### src/rtl/msx_io_pkg.sv
// Shared definitions for the MSX I/O capture front end:
// port codes, capture FSM states and the sound-chip port decoder.
package msx_io_pkg;

    localparam logic [2:0] PORT_TEST0   = 3'd0;
    localparam logic [2:0] PORT_TEST1   = 3'd1;
    localparam logic [2:0] PORT_OPLL_A  = 3'd2;
    localparam logic [2:0] PORT_OPLL_D  = 3'd3;
    localparam logic [2:0] PORT_PSG_A   = 3'd4;
    localparam logic [2:0] PORT_PSG_D   = 3'd5;
    localparam logic [2:0] PORT_AUDIO_A = 3'd6;
    localparam logic [2:0] PORT_AUDIO_D = 3'd7;

    typedef enum logic [1:0] {
        IDLE,
        LOW,
        WAIT_HI,
        HOLD
    } state_t;

    // Returns {hit, code}. Test ports only hit when enabled.
    function automatic logic [3:0] decode(
        input logic [7:0] addr,
        input logic       test_ports
    );
        logic [3:0] r;
        case (addr)
            8'h00:   r = {test_ports, PORT_TEST0};
            8'h01:   r = {test_ports, PORT_TEST1};
            8'h7C:   r = {1'b1, PORT_OPLL_A};
            8'h7D:   r = {1'b1, PORT_OPLL_D};
            8'hA0:   r = {1'b1, PORT_PSG_A};
            8'hA1:   r = {1'b1, PORT_PSG_D};
            8'hC0:   r = {1'b1, PORT_AUDIO_A};
            8'hC1:   r = {1'b1, PORT_AUDIO_D};
            default: r = 4'h0;
        endcase
        return r;
    endfunction

endpackage

### src/rtl/msx_io_capture_sync2.sv
// Two-flop synchronizer, parameter width and reset value.
// Ports: clk, rst (sync, active high), d (async in), q (synchronized out).
module sync2 #(
    parameter int               WIDTH   = 1,
    parameter logic [WIDTH-1:0] RST_VAL = '0
) (
    input  logic             clk,
    input  logic             rst,
    input  logic [WIDTH-1:0] d,
    output logic [WIDTH-1:0] q
);

    logic [WIDTH-1:0] meta;

    always_ff @(posedge clk) begin
        if (rst) begin
            meta <= RST_VAL;
            q    <= RST_VAL;
        end else begin
            meta <= d;
            q    <= meta;
        end
    end

endmodule

### src/rtl/msx_io_capture.sv
// MSX I/O write capture: synchronizes the bus, filters short strobes,
// decodes sound-chip ports and emits one valid/ready beat per OUT cycle.
// Ports: clk, rst (sync, active high); msx_iorq_n, msx_wr_n, msx_ad,
// msx_dt (async bus); out_valid/out_ready/out_ad/out_dt (beat);
// glitch_cnt, overrun_cnt (saturating error counters).
module msx_io_capture
    import msx_io_pkg::*;
#(
    parameter int MIN_LOW    = 4,
    parameter int HOLDOFF    = 2,
    parameter int TEST_PORTS = 1
) (
    input  logic       clk,
    input  logic       rst,
    input  logic       msx_iorq_n,
    input  logic       msx_wr_n,
    input  logic [7:0] msx_ad,
    input  logic [7:0] msx_dt,
    output logic       out_valid,
    input  logic       out_ready,
    output logic [2:0] out_ad,
    output logic [7:0] out_dt,
    output logic [7:0] glitch_cnt,
    output logic [7:0] overrun_cnt
);

    localparam logic [3:0] MIN_LOW_C = 4'(MIN_LOW);
    localparam logic [3:0] HOLD_C    = 4'(HOLDOFF);

    logic [1:0]  strobe_s;
    logic [15:0] bus_s;
    logic        act;
    logic [3:0]  dec;

    sync2 #(.WIDTH(2), .RST_VAL(2'b11)) u_strobe (
        .clk (clk),
        .rst (rst),
        .d   ({msx_iorq_n, msx_wr_n}),
        .q   (strobe_s)
    );

    sync2 #(.WIDTH(16), .RST_VAL(16'h0000)) u_bus (
        .clk (clk),
        .rst (rst),
        .d   ({msx_ad, msx_dt}),
        .q   (bus_s)
    );

    assign act = ~strobe_s[1] & ~strobe_s[0];
    assign dec = decode(bus_s[15:8], TEST_PORTS != 0);

    state_t     state, state_nx;
    logic [3:0] lowcnt, lowcnt_nx;
    logic [3:0] holdcnt, holdcnt_nx;
    logic       sh_hit;
    logic [2:0] sh_ad;
    logic [7:0] sh_dt;
    logic       latch, commit, glitch;

    // The LOW check on lowcnt comes first: once MIN_LOW active cycles
    // have been counted the write is taken even if act just dropped.
    always_comb begin
        state_nx   = state;
        lowcnt_nx  = lowcnt;
        holdcnt_nx = holdcnt;
        latch      = 1'b0;
        commit     = 1'b0;
        glitch     = 1'b0;
        unique case (state)
            IDLE: begin
                if (act) begin
                    lowcnt_nx = 4'd1;
                    state_nx  = LOW;
                end
            end
            LOW: begin
                if (lowcnt == MIN_LOW_C) begin
                    latch    = 1'b1;
                    state_nx = WAIT_HI;
                end else if (!act) begin
                    glitch   = 1'b1;
                    state_nx = IDLE;
                end else begin
                    lowcnt_nx = lowcnt + 4'd1;
                end
            end
            WAIT_HI: begin
                if (!act) begin
                    commit     = sh_hit;
                    holdcnt_nx = HOLD_C;
                    state_nx   = (HOLD_C == 4'd0) ? IDLE : HOLD;
                end
            end
            HOLD: begin
                holdcnt_nx = holdcnt - 4'd1;
                if (holdcnt <= 4'd1) state_nx = IDLE;
            end
            default: state_nx = IDLE;
        endcase
    end

    always_ff @(posedge clk) begin
        if (rst) begin
            state   <= IDLE;
            lowcnt  <= 4'd0;
            holdcnt <= 4'd0;
            sh_hit  <= 1'b0;
            sh_ad   <= 3'd0;
            sh_dt   <= 8'd0;
        end else begin
            state   <= state_nx;
            lowcnt  <= lowcnt_nx;
            holdcnt <= holdcnt_nx;
            if (latch) begin
                sh_hit <= dec[3];
                sh_ad  <= dec[2:0];
                sh_dt  <= bus_s[7:0];
            end
        end
    end

    // Single-entry output register; a commit that finds it full and
    // not draining is dropped and counted.
    always_ff @(posedge clk) begin
        if (rst) begin
            out_valid   <= 1'b0;
            out_ad      <= 3'd0;
            out_dt      <= 8'd0;
            glitch_cnt  <= 8'd0;
            overrun_cnt <= 8'd0;
        end else begin
            if (commit) begin
                if (!out_valid || out_ready) begin
                    out_valid <= 1'b1;
                    out_ad    <= sh_ad;
                    out_dt    <= sh_dt;
                end else if (overrun_cnt != 8'hFF) begin
                    overrun_cnt <= overrun_cnt + 8'd1;
                end
            end else if (out_ready) begin
                out_valid <= 1'b0;
            end
            if (glitch && glitch_cnt != 8'hFF) begin
                glitch_cnt <= glitch_cnt + 8'd1;
            end
        end
    end

endmodule

### config.mk
export PLATFORM = sky130hd
export DESIGN_NAME = msx_io_capture
export DESIGN_NICKNAME = d
export VERILOG_FILES = /design/src/rtl/msx_io_pkg.sv /design/src/rtl/msx_io_capture_sync2.sv /design/src/rtl/msx_io_capture.sv
export SDC_FILE = /design/constraint.sdc
export NUM_CORES = 1
export LEC_CHECK = 0
export CELL_PAD_IN_SITES_DETAIL_PLACEMENT = 1
export CELL_PAD_IN_SITES_GLOBAL_PLACEMENT = 1
export CORE_MARGIN = 2
export CORE_UTILIZATION = 40
export CTS_BUF_LIST = sky130_fd_sc_hd__clkbuf_4 sky130_fd_sc_hd__clkbuf_8
export DETAILED_ROUTE_END_ITERATION = 12
export PLACE_DENSITY = 0.78
export RECOVER_POWER = 25
export SYNTH_ARGS = -nofsm -noshare
export SYNTH_HDL_FRONTEND = slang
export SYNTH_HIERARCHICAL = 1
export SYNTH_SLANG_ARGS = --single-unit
### constraint.sdc
create_clock -name clk -period 3.7 [get_ports clk]
set_clock_uncertainty 0.1 [all_clocks]
set_input_delay 0.74 -clock clk [delete_from_list [all_inputs] [get_ports clk]]
set_output_delay 0.74 -clock clk [all_outputs]
set_load 0.05 [all_outputs]
# ---- Yosys cells after proc, flatten, opt, wreduce, memory -nomap -nowiden
# Index checks and enable logic that the tools add are counted.
dict set report word_totals {
  output_inout_bits 28
  ff_bits 86
  romBits 0
  memories 0
  latch_bits 0
  ramBits 0
}
dict set report op_classes {
  n_reduce_logical 14
  eq_ne 20
  n_addsub 4
  mux 23
  div 0
  shifts 0
  multipliers 0
  n_lt_le_gt_ge 1
  bitwise 4
}
# operator n
set op_table {}
lappend op_table {{== test 8 bit, second input constant} 4}
lappend op_table {{one-hot mux 4 bit (8 select lines)} 1}
lappend op_table {{adder 8 x 1 -> 8 bit, second input constant} 2}
lappend op_table {{== test 8 x 7 -> 1 bit, second input constant} 2}
lappend op_table {{two-way mux 4 bit} 4}
lappend op_table {{inequality test 8 bit, second input constant} 2}
lappend op_table {{one-hot mux 4 bit (2 select lines)} 2}
lappend op_table {{two-way mux 1 bit} 10}
lappend op_table {{two-way mux 2 bit} 5}
lappend op_table {{inequality test 2 bit, second input constant} 5}
lappend op_table {{== test 8 x 1 -> 1 bit, second input constant} 1}
lappend op_table {{zero test 8 bit} 1}
lappend op_table {{one-hot mux 2 bit (4 select lines)} 1}
lappend op_table {{AND reduction 4 bit} 2}
lappend op_table {{AND reduction 2 bit} 3}
lappend op_table {{nonzero test 2 bit} 3}
lappend op_table {{adder 4 x 1 -> 4 bit, second input constant} 1}
lappend op_table {{== test 2 bit, second input constant} 2}
lappend op_table {{== test 4 x 3 -> 1 bit, second input constant} 1}
lappend op_table {{less-or-equal comparator 4 x 1 -> 1 bit, second input constant} 1}
lappend op_table {{subtractor 4 x 1 -> 4 bit, second input constant} 1}
lappend op_table {{inequality test 3 bit, second input constant} 1}
lappend op_table {{NOT 1 bit} 3}
lappend op_table {{AND reduction 3 bit} 1}
lappend op_table {{7 further kinds} 7}

# ---- Depth between registers and ports, before layout
# Gate-level depths: netlist (run 1).
dict set report depth {
  depth_word 6
  depth_mapped 7
  mapped_depth_nobuf 6
}

# ---- Hierarchy
# The synthesis (run 1) kept the hierarchy.
# mod area_per_inst_um2 seq_area_each_um2 instances cells_per_inst
set modules_own_cells {}
lappend modules_own_cells {msx_io_capture 2250.9 1001.0 1 262}
lappend modules_own_cells {{sync2 at u_bus} 863.3 640.6 1 67}
lappend modules_own_cells {{sync2 at u_strobe} 105.1 80.1 1 8}

# ---- Least setup slack after synthesis (run 1)
# OpenSTA, ideal clock, no wires.
dict set report synth_timing {
  path_type {input port to flip-flop}
  from {input port out_ready}
  to {register overrun_cnt[0]}
  setup_slack_ns 1.473
  t_required_ns 3.530
  cell_stages 5
  path_buffers 1
  setup_ns 0.070
  t_arrival_ns 2.057
  cell_sequence {nand2b_1 or4_4 buf_2 or3_1 a21oi_1}
}
dict set report synth_between {
  elab_chain_cells 3
}
# element line
set synth_lines {}
lappend synth_lines {{from (decl)} msx_io_capture.sv:20} ;# input logic out_ready,
lappend synth_lines {{logical OR 1 bit} msx_io_capture.sv:133} ;# if (!out_valid || out_ready) begin
lappend synth_lines {{NOT 1 bit (no line)} --}
lappend synth_lines {{AND reduction 3 bit (no line)} --}
lappend synth_lines {{to (signal assigned)} msx_io_capture.sv:138} ;# overrun_cnt <= overrun_cnt + 8'd1;
lappend synth_lines {{to (decl)} msx_io_capture.sv:24} ;# output logic [7:0] overrun_cnt
# No other way between the ends.
# A chain may end at the register's enable or synchronous reset.

# ---- Worst setup path in the final report (run 1)
dict set report layout_timing {
  from {input port out_ready}
  to {register overrun_cnt[4]}
}
# The elaborated chain is that of the path after synthesis.

==> report_table.html, run 1 <==
<table>
<tr><th>Metric</th><th>Value</th></tr>
<tr><th colspan="2">Setup path</th></tr>
<tr><td>Worst Path Required</td><td>3.87 ns</td></tr>
<tr><td>FF-to-FF path depth</td><td>4</td></tr>
<tr><td>Worst Path Max Fanout</td><td>13</td></tr>
<tr><td>Worst setup path startpoint</td><td>out_ready</td></tr>
<tr><td>Crit-path max cell delay</td><td>0.61 ns</td></tr>
<tr><td>Cell depth of the worst setup path</td><td>5</td></tr>
<tr><td>Worst setup SP type</td><td>primary input</td></tr>
<tr><td>CP arrival</td><td>2.69 ns</td></tr>
<tr><td>Buffering stage count on the worst path with inverters included</td><td>1</td></tr>
<tr><td>CP Capture Type</td><td>register</td></tr>
<tr><td>Path type of the worst setup path</td><td>primary input to register</td></tr>
<tr><td>Cells along the critical path</td><td>clkdlybuf4s50_1, nand2b_1, or4_4, or4_1, a21oi_1</td></tr>
<tr><td>Worst reg2reg startpoint</td><td>state[0]</td></tr>
<tr><td>Dominant delay contributor by cell family on the critical path</td><td>simple AND/OR/NAND/NOR gates</td></tr>
<tr><td>Slowest library cell on the worst path</td><td>sky130_fd_sc_hd__or4_4</td></tr>
<tr><th colspan="2">Finish</th></tr>
<tr><td>Number of nets at the end of the flow</td><td>412</td></tr>
<tr><td>Area growth from synthesis to layout</td><td>23.55%</td></tr>
<tr><td>Filler Cells Inserted</td><td>916</td></tr>
<tr><td>Proportion of layout cells with a drive suffix above 1</td><td>6.154%</td></tr>
<tr><td>Antenna Diode Count</td><td>0</td></tr>
<tr><th colspan="2">Worst hold path</th></tr>
<tr><td>Worst hold path startpoint</td><td>u_strobe/meta[1]</td></tr>
<tr><td>Class of the most critical hold timing path</td><td>register to register</td></tr>
<tr><td>WHS Path Cells</td><td>1</td></tr>
<tr><th colspan="2">Floorplan</th></tr>
<tr><td>Effective utilization at floorplan</td><td>41.45%</td></tr>
<tr><td>Die Wd</td><td>93.71 µm</td></tr>
<tr><td>I/O pin cnt</td><td>49</td></tr>
<tr><td>Placeable core area</td><td>0.007767 mm²</td></tr>
<tr><td>Core Rows</td><td>32</td></tr>
<tr><td>DIE HEIGHT</td><td>93.71 µm</td></tr>
<tr><td>Area of the die</td><td>0.008782 mm²</td></tr>
<tr><th colspan="2">Logic synthesis</th></tr>
<tr><td>Number of library cell types mapped by synthesis</td><td>43</td></tr>
<tr><td>Number of enable-type register cells in the synthesized netlist</td><td>0</td></tr>
<tr><td>Sequential fraction of the synthesis area</td><td>53.48%</td></tr>
<tr><td>Fraction of registers with async set or reset after synthesis</td><td>0%</td></tr>
<tr><td>Syn_nets</td><td>364</td></tr>
<tr><td>Post-Syn Area per Cell</td><td>9.553 µm²</td></tr>
<tr><td>Number of storage elements in the synthesis netlist</td><td>86</td></tr>
<tr><td>Most instantiated flip-flop cell in the synthesis netlist</td><td>sky130_fd_sc_hd__dfxtp_1</td></tr>
<tr><td>Mapped cell area</td><td>0.003219 mm²</td></tr>
<tr><td>Number of warning messages in the yosys log</td><td>6</td></tr>
<tr><td>Synthesized instance count</td><td>337</td></tr>
<tr><th colspan="2">Timing</th></tr>
<tr><td>Slew at the pin with the worst max-slew slack</td><td>1.107 ns</td></tr>
<tr><td>Tcrit/Tclk final</td><td>68.11%</td></tr>
<tr><td>Worst relative slew slack</td><td>26.22%</td></tr>
<tr><td>Final max-slew violation count</td><td>0</td></tr>
<tr><td>Final-layout setup total negative slack</td><td>0 ns</td></tr>
<tr><td>Achievable frequency</td><td>396.8 MHz</td></tr>
<tr><td>Setup repair after global routing missed its margin</td><td>false</td></tr>
<tr><td>Final Critical Period</td><td>2.520 ns</td></tr>
<tr><td>Total of endpoints with negative setup slack in the final report</td><td>0</td></tr>
<tr><td>Final number of hold-violating endpoints</td><td>0</td></tr>
<tr><th colspan="2">Detailed routing</th></tr>
<tr><td>Number of antenna-violating nets in the routed design</td><td>0</td></tr>
<tr><td>Post-Route WL</td><td>7069 µm</td></tr>
<tr><td>Wire length per cell after detailed routing</td><td>14.37 µm</td></tr>
<tr><td>Number of vias in the routed layout</td><td>2520</td></tr>
<tr><td>Number of iterations in the first detailed-routing pass</td><td>4</td></tr>
<tr><td>Drt first-iter violations</td><td>71</td></tr>
<tr><td>Average via count per standard cell</td><td>5.122</td></tr>
<tr><td>Detailed-route DRC error count</td><td>0</td></tr>
<tr><th colspan="2">GRT</th></tr>
<tr><td>GR Util met1</td><td>21.09%</td></tr>
<tr><td>Vias in the first global route</td><td>2594</td></tr>
<tr><td>All-Layer GR Usage</td><td>17.51%</td></tr>
<tr><td>Wire length of the first global-routing pass</td><td>11950 µm</td></tr>
<tr><td>Met2 Track Usage GR</td><td>29.76%</td></tr>
<tr><td>Number of antenna violations at the first check in global routing</td><td>0</td></tr>
<tr><td>Pin count of the biggest net entering global routing</td><td>45</td></tr>
<tr><td>Total congestion overflow after global routing</td><td>0</td></tr>
<tr><td>Met3 Use GR</td><td>4.254%</td></tr>
<tr><td>Global-route layer with the greatest usage</td><td>met2</td></tr>
<tr><th colspan="2">Power and ir drop</th></tr>
<tr><td>Power Total</td><td>1.666 mW</td></tr>
<tr><td>Worst supply voltage drop on vdd</td><td>188.5 µV</td></tr>
<tr><td>Power per cell area</td><td>418.8 mW/mm²</td></tr>
<tr><td>Static leakage</td><td>1.355 nW</td></tr>
<tr><th colspan="2">Clock network</th></tr>
<tr><td>Worst-case clock buffer depth</td><td>2</td></tr>
<tr><td>CTS H-Tree Depth</td><td>3</td></tr>
<tr><td>Sink Count</td><td>86</td></tr>
<tr><td>Post-CTS repair timing setup buffer count</td><td>0</td></tr>
<tr><td>Number of gates resized after cts</td><td>0</td></tr>
<tr><td>Number of CTS-inserted buffers</td><td>9</td></tr>
<tr><td>Count of hold buffers inserted by post-cts repair</td><td>0</td></tr>
<tr><td>Clock input transition at the sequential cells of the worst setup and hold paths</td><td>0.08 ns</td></tr>
<tr><td>Root Buffer</td><td>sky130_fd_sc_hd__clkbuf_8</td></tr>
<tr><td>TritonCTS clock tree</td><td>built</td></tr>
<tr><td>Later-pin clock latency in the skew report</td><td>0.35 ns</td></tr>
<tr><th colspan="2">Flow run</th></tr>
<tr><td>MaxCap Viol Count</td><td>0</td></tr>
<tr><th colspan="2">Place</th></tr>
<tr><td>Count of input and output buffers</td><td>48</td></tr>
<tr><td>Gpl congestion</td><td>0.7494</td></tr>
<tr><td>Detailed Place HPWL</td><td>4955 µm</td></tr>
<tr><th colspan="2">Run status</th></tr>
<tr><td>Outcome</td><td>completed</td></tr>
</table>
path summary, 6_finish.rpt:
path | slack (ns) | end
setup / recovery | 1.18 | overrun_cnt[4]
hold reg to reg | 0.31 | u_strobe/q[1]
hold / removal | 0.31 | u_strobe/q[1]
setup reg to reg | 1.49 | sh_ad[2]
synth_stat cells, types with 3 or more instances:
| cell type | count | area share (%) |
|---|---|---|
| sky130_fd_sc_hd__or3_1 | 6 | 1.2 |
| sky130_fd_sc_hd__nand3b_1 | 6 | 1.4 |
| sky130_fd_sc_hd__buf_4 | 3 | 0.70 |
| sky130_fd_sc_hd__clkbuf_1 | 7 | 0.82 |
| sky130_fd_sc_hd__nand4_1 | 3 | 0.58 |
| sky130_fd_sc_hd__a21oi_1 | 24 | 3.7 |
| sky130_fd_sc_hd__nor3_1 | 9 | 1.4 |
| sky130_fd_sc_hd__ha_1 | 6 | 2.3 |
| sky130_fd_sc_hd__or4_1 | 4 | 0.93 |
| sky130_fd_sc_hd__nand2b_1 | 3 | 0.58 |
| sky130_fd_sc_hd__nand2_1 | 23 | 2.7 |
| sky130_fd_sc_hd__nor2_1 | 33 | 3.8 |
| sky130_fd_sc_hd__nor4_1 | 3 | 0.58 |
| sky130_fd_sc_hd__o21ai_0 | 9 | 1.4 |
| sky130_fd_sc_hd__o31ai_1 | 5 | 1.2 |
| sky130_fd_sc_hd__inv_1 | 8 | 0.93 |
| sky130_fd_sc_hd__nand3_1 | 11 | 1.7 |
| sky130_fd_sc_hd__or2_1 | 4 | 0.78 |
| sky130_fd_sc_hd__xor2_1 | 5 | 1.4 |
| sky130_fd_sc_hd__dfxtp_1 | 86 | 53 |
| sky130_fd_sc_hd__a211oi_1 | 3 | 0.70 |
| sky130_fd_sc_hd__nor2b_1 | 36 | 7.0 |
| sky130_fd_sc_hd__mux2i_1 | 13 | 4.0 |
worst register-to-register path, delay by kind of cell, from the launching register on:
family / cells / cell delay, ns
AND/OR/NAND/NOR: 3 / 1.17
AO/OA/AOI/OAI: 1 / 0.20
flip-flops: 1 / 0.66
kinds of logic after synthesis:
kind of cell	synth area share [%]
AO/OA/AOI/OAI	9.989
XOR/XNOR	1.360
adder cells (fa/ha/maj)	2.332
buffers and inverters	2.993
flip-flops	53.48
multiplexers	4.741
AND/OR/NAND/NOR	25.11
sequential cells by signal (all words and copies together) (netlist names), named ones only:
| signal | count |
|---|---|
| holdcnt | 4 |
| u_bus/meta | 16 |
| sh_dt | 8 |
| glitch_cnt | 8 |
| lowcnt | 4 |
| out_valid | 1 |
| u_strobe/meta | 2 |
| u_strobe/q | 2 |
| sh_ad | 3 |
| out_dt | 8 |
| u_bus/q | 16 |
| overrun_cnt | 8 |
| sh_hit | 1 |
| out_ad | 3 |
| state | 1 |
routing by layer:
metal  routed length [µm]  part of all wire (%)  vias up
met5                    0                     0        -
met4                   97                   1.4        0
met3                  234                   3.3        8
met2                 3543                    50       40
met1                 3194                    45     1217
li1                     -                     -     1255
per-stage QoR:
step           cell area [µm²]  utilization (%)  hold slack, ns  std cells  setup WS, ns
2_1_floorplan             3219                -          0.2832        337         1.473
3_3_place_gp              3784            48.71          0.2949        476        0.9413
3_5_place_dp              3784            48.71          0.2939        476        0.8211
4_1_cts                   3983            51.27          0.3157        492         1.173
5_1_grt                   3978            51.21          0.3271        492        0.9798
6_report                  3978            51.21          0.3140        492         1.180
power by group:
group / switching (mW) / internal (mW)
clock network: 0.330 / 0.328
registers: 0.00756 / 0.943
logic: 0.0254 / 0.0316
total: 0.363 / 1.30
cell usage in the layout, fill, tap and decap left out, types with 2 or more instances in the layout:
master,n
sky130_fd_sc_hd__dfxtp_1,86
sky130_fd_sc_hd__o21ai_0,9
sky130_fd_sc_hd__nor2b_1,36
sky130_fd_sc_hd__mux2_2,2
sky130_fd_sc_hd__a21oi_1,24
sky130_fd_sc_hd__or3_1,6
sky130_fd_sc_hd__nor3_1,9
sky130_fd_sc_hd__clkbuf_1,2
sky130_fd_sc_hd__o31ai_1,5
sky130_fd_sc_hd__nand3_1,11
sky130_fd_sc_hd__nand2_1,23
sky130_fd_sc_hd__or2_1,4
sky130_fd_sc_hd__nor2_1,33
sky130_fd_sc_hd__clkdlybuf4s50_1,47
sky130_fd_sc_hd__nor4_1,3
sky130_fd_sc_hd__xor2_1,5
sky130_fd_sc_hd__or4_1,4
sky130_fd_sc_hd__mux2i_1,13
sky130_fd_sc_hd__ha_1,6
sky130_fd_sc_hd__a22oi_1,2
sky130_fd_sc_hd__nand4b_1,2
sky130_fd_sc_hd__and3_1,2
sky130_fd_sc_hd__nand4_1,3
sky130_fd_sc_hd__clkbuf_8,9
sky130_fd_sc_hd__nand2b_1,3
sky130_fd_sc_hd__buf_4,2
sky130_fd_sc_hd__clkinv_4,2
sky130_fd_sc_hd__a31oi_1,2
sky130_fd_sc_hd__a211oi_1,3
sky130_fd_sc_hd__inv_1,8
sky130_fd_sc_hd__clkbuf_4,2
sky130_fd_sc_hd__nand3b_1,6
area by class of cell:
type | instances | area, µm² | share of cell area [%]
flip-flops and latches | 86 | 1722 | 43.28
repair buffers | 51 | 493.0 | 12.39
clock buffers | 11 | 138.9 | 3.492
multi-input cells | 229 | 1406 | 35.36
clock inverters | 5 | 60.06 | 1.510
well taps | 102 | 127.6 | 3.209
inverters | 8 | 30.03 | 0.7550
No activity file was read; power rests on OpenSTA's default activity.
==> inputs of run 2 (changes only) <==
--- a/config.mk
+++ b/config.mk
@@ -8,7 +8,7 @@
 export CELL_PAD_IN_SITES_DETAIL_PLACEMENT = 1
 export CELL_PAD_IN_SITES_GLOBAL_PLACEMENT = 1
 export CORE_MARGIN = 2
-export CORE_UTILIZATION = 40
+export CORE_UTILIZATION = 38
 export CTS_BUF_LIST = sky130_fd_sc_hd__clkbuf_4 sky130_fd_sc_hd__clkbuf_8
 export DETAILED_ROUTE_END_ITERATION = 12
 export PLACE_DENSITY = 0.78
==> constraint.sdc (replaced) <==
create_clock -name clk -period 2.3 [get_ports clk]
set_clock_uncertainty 0.1 [all_clocks]
set_input_delay 0.46 -clock clk [delete_from_list [all_inputs] [get_ports clk]]
set_output_delay 0.46 -clock clk [all_outputs]
set_load 0.05 [all_outputs]
==> report_table.html, run 2 (same netlist as run 1, synthesis figures left out) <==
<table>
<tr><th>Metric</th><th>Value</th></tr>
<tr><th colspan="2">Finish</th></tr>
<tr><td>Core Util, Final</td><td>49.46%</td></tr>
<tr><td>Filler Cells Inserted</td><td>937</td></tr>
<tr><td>Non-filler cells in the finished layout</td><td>503</td></tr>
<tr><td>Area of combinational cells with multiple inputs</td><td>0.001406 mm²</td></tr>
<tr><td>Highest-count cells in the layout ignoring fill and taps</td><td>sky130_fd_sc_hd__dfxtp_1 (86), sky130_fd_sc_hd__clkdlybuf4s50_1 (47), sky130_fd_sc_hd__nor2b_1 (36)</td></tr>
<tr><td>FF+latch area</td><td>0.001722 mm²</td></tr>
<tr><td>Total non-filler cell area in the finished layout</td><td>0.004064 mm²</td></tr>
<tr><td>Most common cell after layout, fill and taps aside</td><td>sky130_fd_sc_hd__dfxtp_1</td></tr>
<tr><td>Number of nets at the end of the flow</td><td>421</td></tr>
<tr><td>Proportion of layout cells with a drive suffix above 1</td><td>8.291%</td></tr>
<tr><td>Largest registers</td><td>u_bus/meta x16, u_bus/q x16</td></tr>
<tr><td>Antenna Diode Count</td><td>0</td></tr>
<tr><td>Area growth from synthesis to layout</td><td>26.23%</td></tr>
<tr><th colspan="2">Detailed routing</th></tr>
<tr><td>Highest signal layer in the routed design</td><td>met4</td></tr>
<tr><td>Post-Route WL</td><td>6801 µm</td></tr>
<tr><td>Drt first-iter violations</td><td>54</td></tr>
<tr><td>Met3 routed wirelength</td><td>246 µm</td></tr>
<tr><td>Number of iterations in the first detailed-routing pass</td><td>4</td></tr>
<tr><td>Average via count per standard cell</td><td>5.085</td></tr>
<tr><td>M1 WL</td><td>3175 µm</td></tr>
<tr><td>Number of antenna-violating nets in the routed design</td><td>0</td></tr>
<tr><td>Wire length per cell after detailed routing</td><td>13.52 µm</td></tr>
<tr><td>Number of vias in the routed layout</td><td>2558</td></tr>
<tr><td>Detailed-route DRC error count</td><td>0</td></tr>
<tr><td>Detail Route met2 WL</td><td>3259 µm</td></tr>
<tr><th colspan="2">Setup path</th></tr>
<tr><td>FF-to-FF path depth</td><td>6</td></tr>
<tr><td>Destination of the worst register-to-register timing path</td><td>glitch_cnt[6]</td></tr>
<tr><td>CP arrival</td><td>1.68 ns</td></tr>
<tr><td>Cells along the critical path</td><td>clkdlybuf4s50_1</td></tr>
<tr><td>Capturing instance or port of the critical path</td><td>overrun_cnt[2]</td></tr>
<tr><td>CP Capture Type</td><td>output pin</td></tr>
<tr><td>Worst setup SP type</td><td>register</td></tr>
<tr><td>Worst reg2reg setup slack</td><td>0.29 ns</td></tr>
<tr><td>Crit-path max cell delay</td><td>0.85 ns</td></tr>
<tr><td>Worst setup path startpoint</td><td>overrun_cnt[2]</td></tr>
<tr><td>Dominant delay contributor by cell family on the critical path</td><td>buffers and inverters</td></tr>
<tr><td>Path type of the worst setup path</td><td>register to output pin</td></tr>
<tr><td>Worst Path Required</td><td>1.74 ns</td></tr>
<tr><td>Worst reg2reg startpoint</td><td>lowcnt[0]</td></tr>
<tr><td>Cell depth of the worst setup path</td><td>1</td></tr>
<tr><td>Buffering stage count on the worst path with inverters included</td><td>1</td></tr>
<tr><td>Worst Path Max Fanout</td><td>8</td></tr>
<tr><td>Slowest library cell on the worst path</td><td>sky130_fd_sc_hd__clkdlybuf4s50_1</td></tr>
<tr><th colspan="2">Run status</th></tr>
<tr><td>Failing checks</td><td>max-capacitance violations, max-slew violations</td></tr>
<tr><td>Outcome</td><td>finished, violations left</td></tr>
<tr><th colspan="2">Flow run</th></tr>
<tr><td>MaxCap Viol Count</td><td>1</td></tr>
<tr><th colspan="2">Floorplan</th></tr>
<tr><td>Die Wd</td><td>96.05 µm</td></tr>
<tr><td>Area of the die</td><td>0.009225 mm²</td></tr>
<tr><td>Effective utilization at floorplan</td><td>39.18%</td></tr>
<tr><td>Core Rows</td><td>33</td></tr>
<tr><td>I/O pin cnt</td><td>49</td></tr>
<tr><td>Placeable core area</td><td>0.008217 mm²</td></tr>
<tr><td>DIE HEIGHT</td><td>96.05 µm</td></tr>
<tr><th colspan="2">Worst hold path</th></tr>
<tr><td>Class of the most critical hold timing path</td><td>register to register</td></tr>
<tr><th colspan="2">Timing</th></tr>
<tr><td>Least setup slack across all paths after layout</td><td>0.06400 ns</td></tr>
<tr><td>Setup repair after global routing missed its margin</td><td>false</td></tr>
<tr><td>Tcrit/Tclk final</td><td>97.22%</td></tr>
<tr><td>Worst relative slew slack</td><td>-5.354%</td></tr>
<tr><td>Final number of hold-violating endpoints</td><td>0</td></tr>
<tr><td>Final Hold Slack</td><td>0.3301 ns</td></tr>
<tr><td>Total of endpoints with negative setup slack in the final report</td><td>0</td></tr>
<tr><td>Slew at the pin with the worst max-slew slack</td><td>1.580 ns</td></tr>
<tr><td>Final max-slew violation count</td><td>35</td></tr>
<tr><td>Achievable frequency</td><td>447.2 MHz</td></tr>
<tr><td>Final-layout setup total negative slack</td><td>0 ns</td></tr>
<tr><td>Final Critical Period</td><td>2.236 ns</td></tr>
<tr><th colspan="2">GRT</th></tr>
<tr><td>Pin count of the biggest net entering global routing</td><td>36</td></tr>
<tr><td>All-Layer GR Usage</td><td>16.34%</td></tr>
<tr><td>Number of antenna violations at the first check in global routing</td><td>0</td></tr>
<tr><td>Total congestion overflow after global routing</td><td>0</td></tr>
<tr><td>Wire length of the first global-routing pass</td><td>11730 µm</td></tr>
<tr><td>Vias in the first global route</td><td>2636</td></tr>
<tr><th colspan="2">Clock network</th></tr>
<tr><td>Number of gates resized after cts</td><td>0</td></tr>
<tr><td>Sink Count</td><td>86</td></tr>
<tr><td>Number of CTS-inserted buffers</td><td>9</td></tr>
<tr><td>Worst-case clock buffer depth</td><td>2</td></tr>
<tr><td>TritonCTS clock tree</td><td>built</td></tr>
<tr><td>Root Buffer</td><td>sky130_fd_sc_hd__clkbuf_8</td></tr>
<tr><td>Count of hold buffers inserted by post-cts repair</td><td>0</td></tr>
<tr><td>Post-CTS repair timing setup buffer count</td><td>0</td></tr>
<tr><td>Later-pin clock latency in the skew report</td><td>0.36 ns</td></tr>
<tr><td>CTS H-Tree Depth</td><td>3</td></tr>
<tr><td>Clock input transition at the sequential cells of the worst setup and hold paths</td><td>0.09 ns</td></tr>
<tr><th colspan="2">Power and ir drop</th></tr>
<tr><td>Worst supply voltage drop on vdd</td><td>350.3 µV</td></tr>
<tr><td>Power per cell area</td><td>668.4 mW/mm²</td></tr>
<tr><td>Power Total</td><td>2.716 mW</td></tr>
<tr><td>Static leakage</td><td>1.409 nW</td></tr>
<tr><th colspan="2">Place</th></tr>
<tr><td>Number of instances in the placed design</td><td>488</td></tr>
<tr><td>Total placed instance area</td><td>0.003867 mm²</td></tr>
<tr><td>Post-Place Worst Slack</td><td>-0.1560 ns</td></tr>
<tr><td>Count of input and output buffers</td><td>48</td></tr>
<tr><td>Gpl congestion</td><td>0.7847</td></tr>
<tr><td>Detailed Place HPWL</td><td>4910 µm</td></tr>
</table>
run 2: worst min path at each step:
stage	start	depth (start not counted)	slack [ns]	endpoint
final	u_strobe/meta[0]	1	0.33	u_strobe/q[0]
after CTS	u_strobe/meta[0]	1	0.34	u_strobe/q[0]
after global routing	u_bus/q[3]	2	0.35	sh_dt[3]
after floorplan	u_strobe/meta[1]	1	0.28	u_strobe/q[1]
after detailed placement	u_strobe/meta[0]	1	0.31	u_strobe/q[0]
after global placement	u_strobe/meta[0]	1	0.29	u_strobe/q[0]
run 2: routing by layer:
metal | global-route usage, % | vias to the layer above
li1 | - | 1281
met1 | 20.27 | 1218
met2 | 27.60 | 49
met3 | 3.132 | 10
met4 | 6.905 | 0
met5 | 0 | -
run 2: where the power goes:
part	switching, mW	internal, mW	leakage (nW)
Clock	0.571	0.521	0.104
Combinational	0.0411	0.0542	0.605
Sequential	0.0113	1.52	0.701
run 2: final cells by class:
cell class              instances  share of cell area [%]
well taps                     105                   3.233
clock inverters                 6                   1.940
inverters                       8                  0.7389
repair buffers                 60                   14.07
multi-input cells             229                   34.61
clock buffers                   9                   3.048
flip-flops and latches         86                   42.36
run 2: worst reg2reg max path: stages, from the launching register on:
cell and delay, ns:
sky130_fd_sc_hd__dfxtp_1 0.41, sky130_fd_sc_hd__inv_1 0.07, sky130_fd_sc_hd__ha_1 0.24, sky130_fd_sc_hd__nand3b_1 0.12
sky130_fd_sc_hd__o2111ai_1 0.32, sky130_fd_sc_hd__or4_1 0.51, sky130_fd_sc_hd__a21oi_1 0.15
==> inputs of run 3 (changes only) <==
--- a/config.mk
+++ b/config.mk
@@ -12,7 +12,6 @@
 export CTS_BUF_LIST = sky130_fd_sc_hd__clkbuf_4 sky130_fd_sc_hd__clkbuf_8
 export DETAILED_ROUTE_END_ITERATION = 12
 export PLACE_DENSITY = 0.78
-export RECOVER_POWER = 25
 export SYNTH_ARGS = -nofsm -noshare
 export SYNTH_HDL_FRONTEND = slang
 export SYNTH_HIERARCHICAL = 1
==> report_table.html, run 3 (same netlist as run 1, synthesis figures left out) <==
<table>
<tr><th>Metric</th><th>Value</th></tr>
<tr><th colspan="2">GRT</th></tr>
<tr><td>Pin count of the biggest net entering global routing</td><td>36</td></tr>
<tr><td>Wire length of the first global-routing pass</td><td>11730 µm</td></tr>
<tr><td>Total congestion overflow after global routing</td><td>0</td></tr>
<tr><td>All-Layer GR Usage</td><td>16.34%</td></tr>
<tr><td>Vias in the first global route</td><td>2636</td></tr>
<tr><td>Number of antenna violations at the first check in global routing</td><td>0</td></tr>
<tr><th colspan="2">Detailed routing</th></tr>
<tr><td>Average via count per standard cell</td><td>5.103</td></tr>
<tr><td>Post-Route WL</td><td>6806 µm</td></tr>
<tr><td>Number of iterations in the first detailed-routing pass</td><td>4</td></tr>
<tr><td>Drt first-iter violations</td><td>49</td></tr>
<tr><td>Wire length per cell after detailed routing</td><td>13.53 µm</td></tr>
<tr><td>Detailed-route DRC error count</td><td>0</td></tr>
<tr><td>Number of vias in the routed layout</td><td>2567</td></tr>
<tr><td>Number of antenna-violating nets in the routed design</td><td>0</td></tr>
<tr><th colspan="2">Setup path</th></tr>
<tr><td>Worst setup SP type</td><td>register</td></tr>
<tr><td>CP Capture Type</td><td>output pin</td></tr>
<tr><td>FF-to-FF path depth</td><td>6</td></tr>
<tr><td>Path type of the worst setup path</td><td>register to output pin</td></tr>
<tr><td>Cells along the critical path</td><td>clkdlybuf4s50_1</td></tr>
<tr><td>Cell depth of the worst setup path</td><td>1</td></tr>
<tr><td>Worst reg2reg startpoint</td><td>lowcnt[0]</td></tr>
<tr><td>Crit-path max cell delay</td><td>0.85 ns</td></tr>
<tr><td>CP arrival</td><td>1.67 ns</td></tr>
<tr><td>Worst Path Required</td><td>1.74 ns</td></tr>
<tr><td>Dominant delay contributor by cell family on the critical path</td><td>buffers and inverters</td></tr>
<tr><td>Slowest library cell on the worst path</td><td>sky130_fd_sc_hd__clkdlybuf4s50_1</td></tr>
<tr><td>Worst setup path startpoint</td><td>overrun_cnt[2]</td></tr>
<tr><td>Buffering stage count on the worst path with inverters included</td><td>1</td></tr>
<tr><td>Worst Path Max Fanout</td><td>8</td></tr>
<tr><th colspan="2">Clock network</th></tr>
<tr><td>Count of hold buffers inserted by post-cts repair</td><td>0</td></tr>
<tr><td>Number of CTS-inserted buffers</td><td>9</td></tr>
<tr><td>Post-CTS repair timing setup buffer count</td><td>0</td></tr>
<tr><td>CTS H-Tree Depth</td><td>3</td></tr>
<tr><td>TritonCTS clock tree</td><td>built</td></tr>
<tr><td>Later-pin clock latency in the skew report</td><td>0.35 ns</td></tr>
<tr><td>Root Buffer</td><td>sky130_fd_sc_hd__clkbuf_8</td></tr>
<tr><td>Sink Count</td><td>86</td></tr>
<tr><td>Number of gates resized after cts</td><td>0</td></tr>
<tr><td>Clock input transition at the sequential cells of the worst setup and hold paths</td><td>0.09 ns</td></tr>
<tr><td>Worst-case clock buffer depth</td><td>2</td></tr>
<tr><th colspan="2">Timing</th></tr>
<tr><td>Setup repair after global routing missed its margin</td><td>false</td></tr>
<tr><td>Total of endpoints with negative setup slack in the final report</td><td>0</td></tr>
<tr><td>Achievable frequency</td><td>447.6 MHz</td></tr>
<tr><td>Final number of hold-violating endpoints</td><td>0</td></tr>
<tr><td>Slew at the pin with the worst max-slew slack</td><td>0.6601 ns</td></tr>
<tr><td>Final Critical Period</td><td>2.234 ns</td></tr>
<tr><td>Final Hold Slack</td><td>0.3351 ns</td></tr>
<tr><td>Tcrit/Tclk final</td><td>97.13%</td></tr>
<tr><td>Final max-slew violation count</td><td>0</td></tr>
<tr><td>Worst relative slew slack</td><td>56.00%</td></tr>
<tr><td>Least setup slack across all paths after layout</td><td>0.06608 ns</td></tr>
<tr><th colspan="2">Power and ir drop</th></tr>
<tr><td>Static leakage</td><td>1.415 nW</td></tr>
<tr><td>Internal power of the cells</td><td>2.093 mW</td></tr>
<tr><td>Switching Share</td><td>22.91%</td></tr>
<tr><td>Part of the power in registers</td><td>56.3%</td></tr>
<tr><td>Power per cell area</td><td>667.2 mW/mm²</td></tr>
<tr><td>Net switching component of the power</td><td>0.6222 mW</td></tr>
<tr><td>Worst supply voltage drop on vdd</td><td>348.1 µV</td></tr>
<tr><td>Fraction of power consumed by combinational cells</td><td>3.6%</td></tr>
<tr><td>Clock Power Share</td><td>40.2%</td></tr>
<tr><th colspan="2">Flow run</th></tr>
<tr><td>MaxCap Viol Count</td><td>0</td></tr>
<tr><th colspan="2">Finish</th></tr>
<tr><td>Total non-filler cell area in the finished layout</td><td>0.004070 mm²</td></tr>
<tr><td>Non-filler cells in the finished layout</td><td>503</td></tr>
<tr><td>Area growth from synthesis to layout</td><td>26.43%</td></tr>
<tr><td>Largest registers</td><td>u_bus/meta x16, u_bus/q x16</td></tr>
<tr><td>FF+latch area</td><td>0.001722 mm²</td></tr>
<tr><td>Number of nets at the end of the flow</td><td>421</td></tr>
<tr><td>Filler Cells Inserted</td><td>936</td></tr>
<tr><td>Proportion of layout cells with a drive suffix above 1</td><td>8.543%</td></tr>
<tr><td>Most common cell after layout, fill and taps aside</td><td>sky130_fd_sc_hd__dfxtp_1</td></tr>
<tr><td>Antenna Diode Count</td><td>0</td></tr>
<tr><td>Highest-count cells in the layout ignoring fill and taps</td><td>sky130_fd_sc_hd__dfxtp_1 (86), sky130_fd_sc_hd__clkdlybuf4s50_1 (47), sky130_fd_sc_hd__nor2b_1 (36)</td></tr>
<tr><td>Area of combinational cells with multiple inputs</td><td>0.001406 mm²</td></tr>
<tr><td>Core Util, Final</td><td>49.54%</td></tr>
<tr><th colspan="2">Place</th></tr>
<tr><td>Post-Place Worst Slack</td><td>-0.1560 ns</td></tr>
<tr><td>Gpl congestion</td><td>0.7847</td></tr>
<tr><td>Number of instances in the placed design</td><td>488</td></tr>
<tr><td>Count of input and output buffers</td><td>48</td></tr>
<tr><td>Detailed Place HPWL</td><td>4910 µm</td></tr>
<tr><td>Total placed instance area</td><td>0.003867 mm²</td></tr>
<tr><th colspan="2">Floorplan</th></tr>
<tr><td>I/O pin cnt</td><td>49</td></tr>
<tr><td>Effective utilization at floorplan</td><td>39.18%</td></tr>
<tr><td>Core Rows</td><td>33</td></tr>
<tr><td>Die Wd</td><td>96.05 µm</td></tr>
<tr><td>Area of the die</td><td>0.009225 mm²</td></tr>
<tr><td>Placeable core area</td><td>0.008217 mm²</td></tr>
<tr><td>DIE HEIGHT</td><td>96.05 µm</td></tr>
<tr><th colspan="2">Worst hold path</th></tr>
<tr><td>Worst hold path startpoint</td><td>u_strobe/meta[0]</td></tr>
<tr><td>Class of the most critical hold timing path</td><td>register to register</td></tr>
<tr><td>WHS Path Cells</td><td>1</td></tr>
<tr><th colspan="2">Run status</th></tr>
<tr><td>Outcome</td><td>completed</td></tr>
</table>
run 3: cell types whose count changed in the layout (fill, tap and decap cells not counted):
cell,previous run,this run
sky130_fd_sc_hd__clkbuf_1,1,0
sky130_fd_sc_hd__buf_4,9,11
sky130_fd_sc_hd__or2_1,2,4
sky130_fd_sc_hd__clkbuf_2,1,0
sky130_fd_sc_hd__or2_0,2,0
run 3: path summary, 6_finish.rpt:
path	to	slack [ns]
worst min register to register	u_strobe/q[0]	0.34
worst max-delay path	overrun_cnt[2]	0.07
worst min-delay path	u_strobe/q[0]	0.34
worst max register to register	glitch_cnt[6]	0.31
run 3: area by class of cell:
| type | count | area share [%] |
|---|---|---|
| clock inverter | 6 | 1.937 |
| multi-input combinational | 229 | 34.55 |
| sequential | 86 | 42.30 |
| timing repair buffer | 60 | 14.20 |
| tap | 105 | 3.228 |
| clock buffer | 9 | 3.043 |
| inverter | 8 | 0.7378 |
run 3: power by group through the flow:
stage,Sequential (mW),Clock [mW],Combinational (mW)
final,1.53,1.09,0.0965
after global routing,1.53,1.19,0.108
after CTS,1.53,1.12,0.0986
after detailed placement,1.56,0,0.0983
after global placement,1.56,0,0.0945
after floorplan,1.56,0,0.0486
run 3: through the flow:
stage	total power [mW]	TNS (ns)
after floorplan	1.609	0
after global placement	1.657	-0.4249
after detailed placement	1.662	-0.7044
after CTS	2.747	0
after global routing	2.829	0
final	2.716	0
run 3: per-layer routing:
layer  global-route usage (%)  part of all wire, %  vias to the layer above
met5                        0                    0                        -
met4                    6.905                  1.8                        0
met3                    3.132                  3.6                       13
met2                    27.60                   48                       50
met1                    20.27                   47                     1222
li1                         -                    -                     1282
